[src/rtl/jk_counter_bank_pkg.sv]
`default_nettype none
// ============================================================================
//  Module      : jk_counter_bank_pkg
//  Description : Shared constants for the JK counter bank: mode encodings,
//                JK truth-table codes and the single-bit JK next-state helper
//                used by every JK flip-flop block.
//  Revision    : 1.0 - initial release
// ============================================================================
package jk_counter_bank_pkg;

    // Operating modes of the counter bank
    localparam logic [1:0] MODE_JK   = 2'b00;
    localparam logic [1:0] MODE_UP   = 2'b01;
    localparam logic [1:0] MODE_DOWN = 2'b10;
    localparam logic [1:0] MODE_LOAD = 2'b11;

    // JK truth table, indexed as {J,K}
    localparam logic [1:0] JK_HOLD   = 2'b00;
    localparam logic [1:0] JK_CLEAR  = 2'b01;
    localparam logic [1:0] JK_SET    = 2'b10;
    localparam logic [1:0] JK_TOGGLE = 2'b11;

    // Next state of one JK flip-flop given its present state and inputs
    function automatic logic jk_next_bit(input logic q, input logic j, input logic k);
        logic nxt;
        case ({j, k})
            JK_HOLD:   nxt = q;
            JK_CLEAR:  nxt = 1'b0;
            JK_SET:    nxt = 1'b1;
            JK_TOGGLE: nxt = ~q;
            default:   nxt = q;
        endcase
        return nxt;
    endfunction

endpackage : jk_counter_bank_pkg
`default_nettype wire

[src/rtl/jk_counter_bank_cell.sv]
`default_nettype none
// ============================================================================
//  Module      : jk_cell
//  Description : Single-bit JK flip-flop with synchronous active-high reset
//                and clock enable. Q_bar is taken from the same state bit so
//                it can never disagree with Q.
//  Revision    : 1.0 - initial release
// ============================================================================
module jk_cell
    import jk_counter_bank_pkg::*;
(
    input  logic Clk,
    input  logic Reset,
    input  logic En,
    input  logic J,
    input  logic K,
    output logic Q,
    output logic Q_bar
);

    logic r_q;

    // State bit: reset clears, enable applies the JK truth table, else hold
    always_ff @(posedge Clk) begin
        if (Reset) begin
            r_q <= 1'b0;
        end else if (En) begin
            r_q <= jk_next_bit(r_q, J, K);
        end
    end

    assign Q     = r_q;
    assign Q_bar = ~r_q;

endmodule : jk_cell
`default_nettype wire

[src/rtl/jk_counter_bank.sv]
`default_nettype none
// ============================================================================
//  Module      : jk_counter_bank
//  Description : WIDTH-bit register built from an array of JK cells. Supports
//                direct per-bit JK control, modulo up/down counting and a
//                saturating parallel load. Counting is done by steering the
//                cells' J/K inputs with toggle masks, never by a D register.
//  Revision    : 1.0 - initial release
// ============================================================================
module jk_counter_bank
    import jk_counter_bank_pkg::*;
#(
    parameter int WIDTH   = 4,
    parameter int MODULUS = 2**WIDTH
) (
    input  logic             Clk,
    input  logic             Reset,
    input  logic             En,
    input  logic [1:0]       Mode,
    input  logic [WIDTH-1:0] J,
    input  logic [WIDTH-1:0] K,
    input  logic [WIDTH-1:0] D,
    output logic [WIDTH-1:0] Q,
    output logic [WIDTH-1:0] Q_bar,
    output logic             Wrap,
    output logic             TC
);

    // Comparisons against MODULUS are done one bit wider so that
    // MODULUS == 2**WIDTH stays representable.
    localparam logic [WIDTH:0]   c_modulus_ext = (WIDTH+1)'(MODULUS);
    localparam logic [WIDTH:0]   c_max_ext     = (WIDTH+1)'(MODULUS - 1);
    localparam logic [WIDTH-1:0] c_max         = WIDTH'(MODULUS - 1);

    logic [WIDTH-1:0] w_q;
    logic [WIDTH-1:0] w_q_bar;
    logic [WIDTH:0]   w_q_ext;
    logic [WIDTH:0]   w_d_ext;
    logic [WIDTH-1:0] w_next;
    logic             w_wrap;
    logic [WIDTH-1:0] w_j;
    logic [WIDTH-1:0] w_k;
    logic             r_wrap;

    assign w_q_ext = {1'b0, w_q};
    assign w_d_ext = {1'b0, D};

    // Target register value and wrap condition for the count/load modes
    always_comb begin
        w_next = w_q;
        w_wrap = 1'b0;
        case (Mode)
            MODE_UP: begin
                // Out-of-range values (reachable via JK mode) also wrap to 0
                if (w_q_ext >= c_max_ext) begin
                    w_next = '0;
                    w_wrap = 1'b1;
                end else begin
                    w_next = w_q + WIDTH'(1);
                end
            end
            MODE_DOWN: begin
                if (w_q == '0) begin
                    w_next = c_max;
                    w_wrap = 1'b1;
                end else if (w_q_ext >= c_modulus_ext) begin
                    // Out-of-range value re-enters the count range silently
                    w_next = c_max;
                end else begin
                    w_next = w_q - WIDTH'(1);
                end
            end
            MODE_LOAD: begin
                w_next = (w_d_ext >= c_modulus_ext) ? c_max : D;
            end
            default: begin
                w_next = w_q;
            end
        endcase
    end

    // Cell steering: raw J/K, set/clear for load, toggle mask for counting
    always_comb begin
        w_j = '0;
        w_k = '0;
        case (Mode)
            MODE_JK: begin
                w_j = J;
                w_k = K;
            end
            MODE_LOAD: begin
                w_j = w_next;
                w_k = ~w_next;
            end
            default: begin
                w_j = w_q ^ w_next;
                w_k = w_q ^ w_next;
            end
        endcase
    end

    generate
        for (genvar i = 0; i < WIDTH; i++) begin : g_cell
            jk_cell u_cell (
                .Clk   (Clk),
                .Reset (Reset),
                .En    (En),
                .J     (w_j[i]),
                .K     (w_k[i]),
                .Q     (w_q[i]),
                .Q_bar (w_q_bar[i])
            );
        end
    endgenerate

    // Wrap pulse: high for one cycle after an enabled edge that wrapped
    always_ff @(posedge Clk) begin
        if (Reset) begin
            r_wrap <= 1'b0;
        end else begin
            r_wrap <= En & w_wrap;
        end
    end

    assign Q     = w_q;
    assign Q_bar = w_q_bar;
    assign Wrap  = r_wrap;
    assign TC    = ((Mode == MODE_UP)   && (w_q == c_max)) ||
                   ((Mode == MODE_DOWN) && (w_q == '0));

endmodule : jk_counter_bank
`default_nettype wire

[config.mk]
export PLATFORM = sky130hd
export DESIGN_NAME = jk_counter_bank
export DESIGN_NICKNAME = d
export VERILOG_FILES = /design/src/rtl/jk_counter_bank_pkg.sv /design/src/rtl/jk_counter_bank_cell.sv /design/src/rtl/jk_counter_bank.sv
export SDC_FILE = /design/constraint.sdc
export NUM_CORES = 1
export LEC_CHECK = 0
export CAP_MARGIN = 25
export CORE_UTILIZATION = 45
export DETAILED_ROUTE_END_ITERATION = 10
export HOLD_SLACK_MARGIN = 0.12
export PLACE_DENSITY = 0.79
export SLEW_MARGIN = 25
export SYNTH_ARGS = -nofsm -noshare
export SYNTH_HDL_FRONTEND = slang
export SYNTH_HIERARCHICAL = 1
export SYNTH_SLANG_ARGS = --single-unit
[constraint.sdc]
create_clock -name Clk -period 3.4 [get_ports Clk]
set_input_delay 1.02 -clock Clk [delete_from_list [all_inputs] [get_ports Clk]]
set_output_delay 1.02 -clock Clk [all_outputs]
set_load 0.03 [all_outputs]
# Word level (Yosys, flattened, before mapping)
# Index checks and enable logic that the tools add are counted.
# W data, S select, Z words.
dict set report totals {
  output_inout_bits 10
  input_bits 17
  reg_bits 5
  word_cells 64
}
dict set report op_classes {
  bitwise_logic 11
  muxes 14
  reduce_logical 13
  order_cmp 3
  n_eq_ne 16
  addsub 2
}
# cell count
set ops {}
lappend ops {{$eq A2 B2 Y1 const B} 10}
lappend ops {{$mux W4} 4}
lappend ops {{$pmux W4 S2} 2}
lappend ops {{$pmux W1 S3} 4}
lappend ops {{$pmux W4 S3} 1}
lappend ops {{$eq A2 B1 Y1 const B} 5}
lappend ops {{$ge A4 B5 Y1 const B} 2}
lappend ops {{$logic_not A2 Y1} 5}
lappend ops {{$not A1 Y1} 8}
lappend ops {{$reduce_and A2 Y1} 4}
lappend ops {{$add A4 B1 Y4 const B} 1}
lappend ops {{$eq A4 B4 Y1 const B} 1}
lappend ops {{$ge A4 B4 Y1 const B} 1}
lappend ops {{$logic_not A4 Y1} 1}
lappend ops {{$not A4 Y4} 1}
lappend ops {{$sub A4 B1 Y4 const B} 1}
lappend ops {{$xor A4 B4 Y4} 1}
lappend ops {{$logic_and A1 B1 Y1} 2}
lappend ops {{$mux W1} 2}
lappend ops {{$pmux W1 S2} 1}
lappend ops {{$and A1 B1 Y1} 1}
lappend ops {{$logic_or A1 B1 Y1} 1}

# Depth between registers and ports, before layout
dict set report logic_depth {
  depth_word 9
  ltp_mapped 10
  mapped_depth_nobuf 9
}

# Modules after synthesis
# The synthesis kept the hierarchy.
# mod cells_each area_per_inst_um2 n_inst seq_area_each_um2
set modules_own_cells {}
lappend modules_own_cells {jk_counter_bank 91 613.1 1 20.0}
lappend modules_own_cells {jk_cell 5 50.0 4 20.0}

# Least setup slack after synthesis
# OpenSTA, ideal clock, no wires.
dict set report synth_timing {
  kind {input-to-output}
  startpoint {input Mode[1]}
  endpoint {output TC}
  required_time_ps 2380
  path_stages 5
  t_arrival_ps 2227
  path_slack_ps 153
  path_buffers 1
  path_cell_list {inv_1 > ha_1 > clkbuf_1 > inv_1 > o21ai_0}
}
dict set report synth_between {
  elab_chain_len 3
  word_cells_on_any_way 5
  cone_classes {2 x eq/ne; 3 x reduce/logical}
}
# item line
set synth_rtl {}
lappend synth_rtl {{from (decl)} jk_counter_bank.sv:19} ;# input logic [1:0] Mode,
lappend synth_rtl {{$eq A2 B1 Y1 / $eq A2 B2 Y1 (equally long branches)} {jk_counter_bank.sv:128, jk_counter_bank.sv:129}}
lappend synth_rtl {{$logic_and A1 B1 Y1, on equally long branches} {jk_counter_bank.sv:128, jk_counter_bank.sv:129}}
lappend synth_rtl {{$logic_or A1 B1 Y1 (*)} jk_counter_bank.sv:128} ;# assign TC = ((Mode == MODE_UP) && (w_q == c_max)) ||
lappend synth_rtl {{to (decl)} jk_counter_bank.sv:26} ;# output logic TC
# Every way passes the cells marked *; elsewhere a longest branch is shown, timed or not.

# Worst setup path after layout
dict set report layout_timing {
  startpoint {input Mode[0]}
  endpoint {output TC}
}
# Same word-level chain as after synthesis.

==> flow_summary.json <==
{
  "wl_mm": 2.20,
  "outcome": "finished clean",
  "arrival_ps": 2310,
  "hold_buffers": 0,
  "rsz0062_at_grt": "false",
  "synth_top_cell_area_share_pct": 12.3,
  "endpoint_kind": "output port",
  "cts_tree": "done",
  "cap_viol_max_count": 0,
  "wire_per_inst_um": 13.1,
  "area_delta_synth_final_pct": 44.5,
  "ys_seq_area_share_pct": 12.3,
  "path_cells": "clkdlybuf4s50_1 -> inv_1 -> ha_2 -> nand4bb_1 -> o21ai_2 -> buf_4",
  "grt_pass1_wl_mm": 3.73,
  "worst_pin_slew_ps": 444,
  "yosysTopAreaCell": "dfxtp_1",
  "syn_area_um2": 813,
  "antenna_found_initial": 0,
  "cts_sinks": 5,
  "boundaryPins": 27,
  "firstDrtPassIters": 4,
  "worstSetupStartpointType": "primary input",
  "place_area_um2": 1140,
  "grt_pass1_vias": 871,
  "syn_inst": 111,
  "synthArstFlopShare_pct": 0,
  "yosysWarnings": 6,
  "slowest_stage": "clkdlybuf4s50_1",
  "layout-drive-gt1-share_pct": 18.1,
  "path_max_fanout": 3,
  "finalHoldViolations": 0,
  "path_buf_inv": 3,
  "grt_max_degree": 16,
  "dieArea_um2": 1980,
  "hpwl_mm": 1.68,
  "clock-skew-final_ps": 0.878,
  "synth_fp_nets": 135,
  "root_buffer": "clkbuf_4",
  "path_clk_slew_ps": 50,
  "n_fill_cell": 138,
  "multi_input_area_um2": 636,
  "rows": 14,
  "crit_type": "primary input to output port",
  "route.detailed.drc": 0,
  "ys_ff_latch": 5,
  "cts_max_level": 1,
  "worstHoldPathType": "register to register",
  "cp_top_family": "buffers and inverters",
  "power_leakage_nw": 0.493,
  "coreArea_um2": 1590,
  "dr.first_iter.drc_count": 7,
  "post-route-min-period_ps": 3330,
  "vias": 928,
  "worstPathRequired_ps": 2380,
  "fin_crit_sh_pct": 97.9,
  "peakVddDrop_mv": 0.302,
  "tns_ps": 0,
  "synthFlopType": "dfxtp_1",
  "die_width_um": 44.5,
  "die_h_um": 44.5,
  "seqCellArea_um2": 100,
  "ys_top_cells_by_area": "dfxtp_1, ha_1, inv_1, a21oi_1, nand3b_1",
  "via_per_inst": 5.52,
  "grt.total_usage_pct": 24.9,
  "ant_nets": 0,
  "num_antenna_cells": 0,
  "gp_congestion": 0.881,
  "nNetsFinal": 169,
  "slew_viol_final": 0,
  "cts_buffers": 3,
  "max_stage_delay_ps": 450,
  "max-slew-margin-rel_pct": 70.4,
  "powerDensity_nw_per_um2": 286,
  "synth_enable_flop_cells": 0,
  "placement.io_buffers": 26,
  "initial_core_util_pct": 51.0,
  "grt_overflow": 0,
  "clockBufferDepth": 2,
  "max_freq_mhz": 300,
  "setup_viol": 0,
  "fin_area_um2": 1170,
  "avgSynthCellArea_um2": 7.33,
  "synth_cell_types": 42,
  "p_total_mw": 0.336,
  "clock_latency_ps": 250
}
==> worst min-delay path: stages (launching register included) <==
cell and delay [ps]:
dfxtp_1 360, a21bo_1 210, a21oi_2 50
==> per-layer routing <==
| layer | share of wire [%] | global-route usage (%) | vias to the layer above |
|---|---|---|---|
| met1 | 46 | 31.7 | 426 |
| met5 | 0 | 0 | - |
| met2 | 47 | 43.2 | 31 |
| li1 | - | - | 469 |
| met3 | 6.1 | 6.12 | 2 |
| met4 | 0.64 | 3.64 | 0 |
==> worst paths after layout <==
path | slack (ps) | endpoint | cells past startpoint | from
min | 680 | g_cell[0].u_cell/Q | 2 | g_cell[0].u_cell/Q
min reg2reg | 680 | g_cell[0].u_cell/Q | 2 | g_cell[0].u_cell/Q
max reg2reg | 720 | g_cell[3].u_cell/Q | 9 | g_cell[1].u_cell/Q
max | 70 | TC | 6 | Mode[0]
==> per-stage QoR <==
stage / hold WS, ps / setup WS [ps] / instances / util (%)
floorplan: 737 / 153 / 111 / -
finish: 676 / 71.9 / 168 / 73.7
global route: 712 / 7.76 / 168 / 73.7
global placement: 662 / -3.42 / 164 / 71.6
detailed placement: 678 / -12.3 / 164 / 71.6
CTS: 683 / 33.6 / 168 / 73.3
==> placed cells by master, fill, tap and decap left out, types with 4 or more instances in the layout <==
cell type        synthesis  layout
inv_1                   13      13
o21ai_0                  5       4
dfxtp_1                  5       5
a21oi_1                  9       9
nand2_1                  7       7
ha_1                     7       6
nor2_1                   7       7
buf_4                    0      11
a21oi_2                  4       4
nand3b_1                 6       6
clkdlybuf4s50_1          0      25
a21bo_1                  4       4
==> synth_stat cells (2+ instances only) <==
cell type	n
and4b_1	2
mux2i_1	2
a31oi_1	2
a21oi_2	4
or2_2	2
nand2_1	7
a311o_1	2
nor2_1	7
a21oi_1	9
or3_1	2
o21ai_0	5
ha_1	7
nand3_1	2
nand3b_1	6
dfxtp_1	5
o211ai_1	2
inv_1	13
a21bo_1	4
clkbuf_1	5
==> repair_timing <==
action | in CTS | in global routing
setup endpoints to repair | 1 | 1
buffers inserted | 0 | 0
pin swaps | 0 | 1
gates resized for setup | 1 | 2
==> layout make-up <==
class	instances	share of cell area, %
timing repair buffer	36	28.3
clock buffer	3	1.92
clock inverter	1	0.426
multi-input combinational	86	54.1
sequential	5	8.52
tap	24	2.56
inverter	13	4.15
==> where the power goes <==
group,internal [mW],leakage [nW],switching [mW]
Combinational,0.0956,0.434,0.0924
Clock,0.0427,0.0177,0.0278
Sequential,0.0639,0.0409,0.0133
==> kinds of logic (layout without fill, tap and decap cells) <==
kind of cell    after synthesis  count (layout)  share of synthesized area, %
xor+xnor                      1               1                          1.08
mux                           3               3                          3.85
compound gates               40              40                          36.5
fa+ha+maj                     7               7                          10.8
simple gates                 35              35                          25.2
flops                         5               5                          12.3
buf+inv                      20              53                          10.3
==> registers in the layout, summed over array words and instances (netlist names) <==
name and cells:
g_cell.u_cell/Q 4, Wrap 1
(Power assumes the default switching activity.)
